[src/rtl/hwpe_mem_rr_arbiter.sv]
// Round-robin arbiter sharing one HWPE memory port between N_MASTER requesters; in-order ID FIFO routes responses back.
// Grant and response routing are combinational (0 cycles); grants stall while MAX_OUTSTANDING IDs are in flight or out_gnt_i is low.

module hwpe_mem_rr_arbiter_id_fifo #(
  parameter int DEPTH = 4,
  parameter int WIDTH = 2
) (
  input  logic                       clk,
  input  logic                       rst,
  input  logic                       push,
  input  logic [WIDTH-1:0]           push_dat,
  input  logic                       pop,
  output logic [WIDTH-1:0]           head_dat,
  output logic [$clog2(DEPTH+1)-1:0] count,
  output logic                       empty,
  output logic                       full
);
  localparam int PTR_W = (DEPTH > 1) ? $clog2(DEPTH) : 1;
  localparam int CNT_W = $clog2(DEPTH + 1);

  logic [WIDTH-1:0] mem [DEPTH];
  logic [PTR_W-1:0] wr_ptr;
  logic [PTR_W-1:0] rd_ptr;
  logic [CNT_W-1:0] cnt;
  logic             push_ok;
  logic             pop_ok;

  assign empty    = (cnt == '0);
  assign full     = (cnt == CNT_W'(DEPTH));
  assign count    = cnt;
  assign head_dat = mem[rd_ptr];
  assign push_ok  = push && !full;
  assign pop_ok   = pop && !empty;

  always_ff @(posedge clk) begin
    if (push_ok) begin
      mem[wr_ptr] <= push_dat;
    end
  end

  always_ff @(posedge clk or posedge rst) begin
    if (rst) begin
      wr_ptr <= '0;
      rd_ptr <= '0;
      cnt    <= '0;
    end else begin
      if (push_ok) begin
        wr_ptr <= (wr_ptr == PTR_W'(DEPTH - 1)) ? '0 : wr_ptr + 1'b1;
      end
      if (pop_ok) begin
        rd_ptr <= (rd_ptr == PTR_W'(DEPTH - 1)) ? '0 : rd_ptr + 1'b1;
      end
      case ({push_ok, pop_ok})
        2'b10:   cnt <= cnt + 1'b1;
        2'b01:   cnt <= cnt - 1'b1;
        default: cnt <= cnt;
      endcase
    end
  end
endmodule

module hwpe_mem_rr_arbiter #(
  parameter int N_MASTER        = 4,
  parameter int ADDR_WIDTH      = 13,
  parameter int DATA_WIDTH      = 32,
  parameter int BE_WIDTH        = DATA_WIDTH / 8,
  parameter int MAX_OUTSTANDING = 4,
  parameter int ID_WIDTH        = $clog2(N_MASTER)
) (
  input  logic                                 clk,
  input  logic                                 rst,
  input  logic [N_MASTER-1:0]                  in_req_i,
  input  logic [N_MASTER*ADDR_WIDTH-1:0]       in_add_i,
  input  logic [N_MASTER-1:0]                  in_wen_i,
  input  logic [N_MASTER*DATA_WIDTH-1:0]       in_wdata_i,
  input  logic [N_MASTER*BE_WIDTH-1:0]         in_be_i,
  output logic [N_MASTER-1:0]                  in_gnt_o,
  output logic [N_MASTER-1:0]                  in_r_valid_o,
  output logic [DATA_WIDTH-1:0]                in_r_rdata_o,
  output logic                                 out_req_o,
  output logic [ADDR_WIDTH-1:0]                out_add_o,
  output logic                                 out_wen_o,
  output logic [DATA_WIDTH-1:0]                out_wdata_o,
  output logic [BE_WIDTH-1:0]                  out_be_o,
  input  logic                                 out_gnt_i,
  input  logic                                 out_r_valid_i,
  input  logic [DATA_WIDTH-1:0]                out_r_rdata_i,
  output logic [$clog2(MAX_OUTSTANDING+1)-1:0] outstanding_o,
  output logic                                 err_o
);
  logic [ID_WIDTH-1:0] rr_ptr;
  logic [ID_WIDTH-1:0] winner;
  logic [ID_WIDTH-1:0] cand;
  logic                winner_found;
  logic [ID_WIDTH-1:0] head_id;
  logic                fifo_empty;
  logic                fifo_full;
  logic                handshake;
  logic                pop;
  logic                err_q;

  // Search order starts at rr_ptr so the last winner has lowest priority next time.
  always_comb begin
    winner       = '0;
    winner_found = 1'b0;
    cand         = '0;
    for (int k = 0; k < N_MASTER; k++) begin
      cand = ID_WIDTH'((int'(rr_ptr) + k) % N_MASTER);
      if (!winner_found && in_req_i[cand]) begin
        winner_found = 1'b1;
        winner       = cand;
      end
    end
  end

  assign out_req_o = !rst && !fifo_full && winner_found;
  assign handshake = out_req_o && out_gnt_i;
  // Full is judged on pre-pop occupancy, so a freed slot is reusable only next cycle.
  assign pop       = !rst && out_r_valid_i && !fifo_empty;

  always_comb begin
    out_add_o   = '0;
    out_wen_o   = 1'b0;
    out_wdata_o = '0;
    out_be_o    = '0;
    in_gnt_o    = '0;
    for (int i = 0; i < N_MASTER; i++) begin
      if (out_req_o && winner == ID_WIDTH'(i)) begin
        out_add_o   = in_add_i[i*ADDR_WIDTH +: ADDR_WIDTH];
        out_wen_o   = in_wen_i[i];
        out_wdata_o = in_wdata_i[i*DATA_WIDTH +: DATA_WIDTH];
        out_be_o    = in_be_i[i*BE_WIDTH +: BE_WIDTH];
      end
      in_gnt_o[i] = handshake && (winner == ID_WIDTH'(i));
    end
  end

  always_comb begin
    in_r_valid_o = '0;
    for (int i = 0; i < N_MASTER; i++) begin
      in_r_valid_o[i] = pop && (head_id == ID_WIDTH'(i));
    end
  end

  assign in_r_rdata_o = out_r_rdata_i;

  hwpe_mem_rr_arbiter_id_fifo #(
    .DEPTH (MAX_OUTSTANDING),
    .WIDTH (ID_WIDTH)
  ) u_id_fifo (
    .clk      (clk),
    .rst      (rst),
    .push     (handshake),
    .push_dat (winner),
    .pop      (pop),
    .head_dat (head_id),
    .count    (outstanding_o),
    .empty    (fifo_empty),
    .full     (fifo_full)
  );

  always_ff @(posedge clk or posedge rst) begin
    if (rst) begin
      rr_ptr <= '0;
      err_q  <= 1'b0;
    end else begin
      if (handshake) begin
        rr_ptr <= (winner == ID_WIDTH'(N_MASTER - 1)) ? '0 : winner + 1'b1;
      end
      if (out_r_valid_i && fifo_empty) begin
        err_q <= 1'b1;
      end
    end
  end

  assign err_o = err_q;
endmodule

[config.mk]
export PLATFORM = sky130hd
export DESIGN_NAME = hwpe_mem_rr_arbiter
export DESIGN_NICKNAME = d
export VERILOG_FILES = /design/src/rtl/hwpe_mem_rr_arbiter.sv
export SDC_FILE = /design/constraint.sdc
export NUM_CORES = 1
export LEC_CHECK = 0
export ABC_AREA = 1
export BUFFER_PORTS_ARGS = -buffer_cell sky130_fd_sc_hd__buf_4
export CAP_MARGIN = 20
export CELL_PAD_IN_SITES_DETAIL_PLACEMENT = 2
export CELL_PAD_IN_SITES_GLOBAL_PLACEMENT = 2
export CORE_UTILIZATION = 19
export DETAILED_ROUTE_END_ITERATION = 16
export GPL_ROUTABILITY_DRIVEN = 0
export PLACE_DENSITY = 0.95
export SLEW_MARGIN = 10
export SYNTH_ARGS = -nofsm -noshare
export SYNTH_HDL_FRONTEND = slang
export SYNTH_SLANG_ARGS = --single-unit
[constraint.sdc]
create_clock -name clk -period 4.05 [get_ports clk]
set_input_delay 0.2025 -clock clk [delete_from_list [all_inputs] [get_ports clk]]
set_output_delay 0.2025 -clock clk [all_outputs]
set_load 0.1 [all_outputs]
Yosys cells after proc, flatten, opt, wreduce, memory -nomap -nowiden:

Memories as Yosys holds them, arrays and structs flattened.
Index checks and enable logic that the tools add are counted.

* add/subtract/negate cells: 8
* order comparisons: 4
* equality and inequality tests: 11
* mux-type cells: 38
* reductions and logical operators: 33

Operator list (count)
* 32-bit 2-to-1 mux: 4
* 13-bit 2-to-1 mux: 4
* 1-bit logical AND: 23
* 4-bit 2-to-1 mux: 4
* 2-bit == test, second input constant: 7
* 1-bit 2-to-1 mux: 14
* 2-bit 2-to-1 mux: 7
* 2-bit by 3-bit < comparator with 1-bit output, second input constant: 4
* 2-bit by 1-bit adder with 2-bit output, second input constant: 4
* 1-bit binary-select mux with 2-bit select: 4
* 2-bit by 1-bit == test with 1-bit output, second input constant: 3
* 1-bit logical NOT: 6
* 3-bit case mux with 2 select lines: 1
* 2-bit adder, second input constant: 2
* 2-bit logical NOT: 2
* 3-bit by 1-bit adder with 3-bit output, second input constant: 1
* 3-bit == test, second input constant: 1
* 3-bit logical NOT: 1
* 3-bit by 1-bit subtractor with 3-bit output, second input constant: 1
* 2-bit nonzero test: 1

* register bits after elaboration: 10
* memory bits (writable): 8
* input bits: 240
* output and inout bits: 95
* word-level logic and storage cells: 100
* memories kept: 1

Memory list
* u_id_fifo.mem: depth 4, bits a word 2, rd ports 1, clocked after memory_dff 0, write ports 1, RTL line 21 `logic [WIDTH-1:0] mem [DEPTH];`

Depth between registers and ports, before layout:

* depth after elaboration: 18
* gate-level depth with buffers: 20
* gate-level depth less buffers: 17

Modules after synthesis:

Synthesis repeated with hierarchy kept, for this count alone.

* cells, all modules: 874
* area total of the unflattened synthesis: 4648.2 µm²

By module, submodules not included
* hwpe_mem_rr_arbiter: times used 1, cells an instance 789, area an instance 3839.9 µm², sequential area each 75.1 µm²
* hwpe_mem_rr_arbiter_id_fifo: times used 1, cells an instance 85, area an instance 808.3 µm², sequential area each 415.4 µm²

Least setup slack after synthesis:

Ideal clock, no wire load.

* path type: register to output
* start: reg u_id_fifo.cnt[1] (netlist: u_id_fifo.count[1])
* end: out in_gnt_o[0]
* arrival time: 3624 ps
* data required time: 3848 ps
* setup slack: 223 ps
* cell stages (with the launch flop): 7
* path buffers: 0
* cell sequence: dfrtp_1 nor2_1 a21oi_2 nand2_1 inv_1 nand2_1 nor2_1

* cells in the longest elaborated chain, start to end: 6

Ends and longest elaborated chain
* from (decl): RTL line 24 `logic [CNT_W-1:0] cnt;`
* from (signal assigned): RTL line 54 `2'b10: cnt <= cnt + 1'b1;`
* from (signal assigned): RTL line 55 `2'b01: cnt <= cnt - 1'b1;`
* from (signal assigned): RTL line 56 `default: cnt <= cnt;`
* 3-bit == test: RTL line 29 `assign full = (cnt == CNT_W'(DEPTH));`
* 1-bit logical NOT: RTL line 116 `assign out_req_o = !rst && !fifo_full && winner_found;`
* 1-bit logical AND (2 in a row): RTL line 116
* named net out_req_o: RTL line 80 `output logic out_req_o,`
* 1-bit logical AND: RTL line 117 `assign handshake = out_req_o && out_gnt_i;`
* 1-bit logical AND: RTL line 134 `in_gnt_o[i] = handshake && (winner == ID_WIDTH'(i));`
* to (decl): RTL line 77 `output logic [N_MASTER-1:0] in_gnt_o,`

The timed path passes the listed nets, and every way through them passes these cells.

Final worst setup path:

* start: reg rr_ptr[0]
* end: out out_wdata_o[26]

* cells in the longest elaborated chain, start to end: 18
* elaborated cells on any way between the ends: 38
* classes of those cells: 3 x add/sub; 3 x eq/ne; 20 x mux; 12 x reduce/logical

Ends and longest elaborated chain
* from (decl): RTL line 91 `logic [ID_WIDTH-1:0] rr_ptr;`
* from (signal assigned): RTL line 168 `rr_ptr <= (winner == ID_WIDTH'(N_MASTER - 1)) ? '0 : winner + 1'b1;`
* branches (longest 11 deep; another with 2-bit by 1-bit adder with 2-bit output)
* 2-bit 2-to-1 mux (*): RTL line 109 `if (!winner_found && in_req_i[cand]) begin`
* named net u_id_fifo.push_dat[1]: RTL line 11 `input logic [WIDTH-1:0] push_dat,`
* 2-bit logical NOT: RTL line 128 `if (out_req_o && winner == ID_WIDTH'(i)) begin`
* 1-bit logical AND: RTL line 128
* 32-bit 2-to-1 mux (3 in a row): RTL line 128
* 32-bit 2-to-1 mux (*): RTL line 128
* to (decl): RTL line 83 `output logic [DATA_WIDTH-1:0] out_wdata_o,`

Mark *: on every way through the listed nets, which the timed path passes. The select of a mux whose other input is x is not followed.

==> results_dict.tcl <==
set metrics [dict create \
    cts_tree "yes" \
    maxCapViolations 0 \
    n_antenna_cell 0 \
    synth_cell_types 30 \
    num_vias 6360 \
    setup_viol 0 \
    setup_ws_ps 262 \
    fin_crit_ps 3790 \
    worst_pin_slew_ps 963 \
    antenna_found_initial 0 \
    hold_violations 0 \
    finalNetCount 1293 \
    synthArstFlopShare_pct 55.6 \
    status "completed" \
    dp.cells 1354 \
    cp_data_required_time_ps 3850 \
    syn_area_per_cell_um2 5.32 \
    cts.sinks 18 \
    crit_path_end_kind "primary output" \
    drt_iter0_drc 206 \
    synthesis.nets 1107 \
    netlist_area_mm2 0.00455 \
    num_rows 56 \
    die_x_um 157 \
    max_freq_mhz 264 \
    clk_pin_slew_worst_paths_ps 60 \
    finClkSkew_ps 7.52 \
    vias_per_cell 4.68 \
    drc 0 \
    syn_inst 856 \
    first_global_vias 6769 \
    crit_chain "inv_1 > nand2_1 > nand3_1 > nand2_2 > nor2_4 > and2_1 > nand2_1 > nand4_1 > o21ai_2 > inv_1 > ha_1 > nand3_2 > inv_4 > buf_12 > nand2_1 > nand2_1 > buf_4" \
    routed_wl_mm 23.4 \
    cts.htree.levels 1 \
    crit_buf_inv 5 \
    worstPathArrival_ps 3590 \
    io_pins 335 \
    clockBufferDepth 2 \
    utilization_pct 28.3 \
    cts_root_buffer "clkbuf_16" \
    crit_fanout 32 \
    ys_warn_count 0 \
    path_delay_family "simple AND/OR/NAND/NOR gates" \
    start_util_pct 19.4 \
    grt_pass1_wl_mm 35.2 \
    grt_usage_pct 18.0 \
    rsz0062_at_grt "false" \
    cp-start-kind "flip-flop" \
    chipHeight_um 157 \
    final-max-slew-violation-count 0 \
    grt.overflow.total 0 \
    hold_class "in -> reg" \
    timing.slew.headroom_pct 35.8 \
    cts_buffers 3 \
    die_area_mm2 0.0246 \
    grt_max_degree 91 \
    post-place-ws_ps -16.7 \
    routedWlPerCell_um 17.2 \
    setup_tns_ps 0 \
    layout.cells.non_filler 1360 \
    synth_seq_cells 18 \
    dpl.hpwl_mm 18.2 \
    syn_to_final_growth_pct 46.2 \
    cpPeakStageDelay_ps 490 \
    yosysSeqAreaShare_pct 10.8 \
    clk_latency_ps 250 \
    cpMaxStageDelayCell "dfrtp_2" \
    dr.pass1.iters 4 \
    drtAntennaViolNets 0 \
    finalCritPeriodShare_pct 93.5 \
    io_buffers 270 \
    drive_above_1_share_pct 29.6 \
    worstSetupPathType "reg -> out" \
    coreArea_mm2 0.0235 \
    synthFlopType "dfrtp_1" \
    synth_edf_count 8 \
    crit_path_frequent_cell "nand2_1" \
]
-- kinds of logic after synthesis --
logic type / synth area share (%)
AND/OR/NAND/NOR: 54.7
buffers and inverters: 28.5
flip-flops: 10.8
AO/OA/AOI/OAI: 2.20
adder cells (fa/ha/maj): 3.19
XOR/XNOR: 0.385
multiplexers: 0.247
-- layer usage --
| metal | share of wire (%) | track usage (%) | vias up |
|---|---|---|---|
| met5 | 0 | 0 | - |
| met4 | 1.9 | 4.06 | 0 |
| met3 | 5.2 | 2.82 | 34 |
| li1 | - | - | 3069 |
| met2 | 52 | 33.9 | 194 |
| met1 | 41 | 20.9 | 3063 |
-- placed cells by master, fill, tap and decap left out, types with 7 or more instances in the layout --
cell / instances
edfxtp_1: 8
nand4_1: 152
buf_4: 277
nand2_1: 242
dfrtp_1: 9
nand3_1: 57
nor2_1: 66
o21ai_0: 7
ha_1: 7
inv_1: 171
-- cells in the mapped netlist, types with 2 or more instances --
cell type	instances	share of area, %
o21ai_0	8	0.88
buf_1	4	0.33
dfrtp_1	10	5.5
inv_2	2	0.17
nand3_1	57	6.3
inv_1	172	14
buf_6	11	2.7
nand2_1	242	20
edfxtp_1	8	5.3
nand4_1	152	21
ha_1	10	2.7
buf_2	21	2.3
nand3_2	4	0.88
xnor2_1	2	0.39
nor2_1	66	5.4
nand2_2	4	0.55
buf_4	38	6.3
a21oi_1	3	0.33
clkbuf_1	30	2.5
nor2_4	2	0.49
-- sequential cells by signal, indices dropped and copies added (netlist names) --
signal,cells
u_id_fifo.mem,8
u_id_fifo.rd_ptr,2
err_o,1
u_id_fifo.count,3
rr_ptr,2
u_id_fifo.wr_ptr,2
-- what timing repair did --
item,4_1_cts,5_1_grt
pin swaps,0,0
cloned,0,0
resized for setup,3,7
hold endpoints to repair,10,0
buffers inserted,0,1
setup endpoints to repair,51,50
hold buffers,1,0
-- final timing paths --
| path | from | to | slack [ps] | cells after the start |
|---|---|---|---|---|
| max | rr_ptr[0] | out_wdata_o[26] | 260 | 17 |
| min | out_r_valid_i | err_o | 170 | 2 |
| max reg2reg | rr_ptr[0] | u_id_fifo.count[2] | 970 | 15 |
| min reg2reg | err_o | err_o | 470 | 1 |
| max in group asynchronous | rst | rr_ptr[0] | 3170 | 3 |
| min in group asynchronous | rst | u_id_fifo.count[0] | 550 | 3 |
-- final cells by class --
| cell class | count | area, um2 |
|---|---|---|
| Fill cell | 2963 | 16800 |
| Multi-Input combinational cell | 560 | 2820 |
| Timing Repair Buffer | 285 | 2190 |
| Inverter | 174 | 659 |
| Sequential cell | 18 | 492 |
| Tap cell | 319 | 399 |
| Clock buffer | 4 | 88.8 |
-- through the flow --
stage | area, um2 | hold slack, ps
4_1_cts | 6610 | 172
2_1_floorplan | 4550 | 50.7
3_3_place_gp | 6500 | 245
6_report | 6650 | 170
3_5_place_dp | 6500 | 259
5_1_grt | 6650 | 175
Power is left out: the tool's default activity adds up to more than one toggle a clock period on the data nets, which glitch-free logic cannot reach.
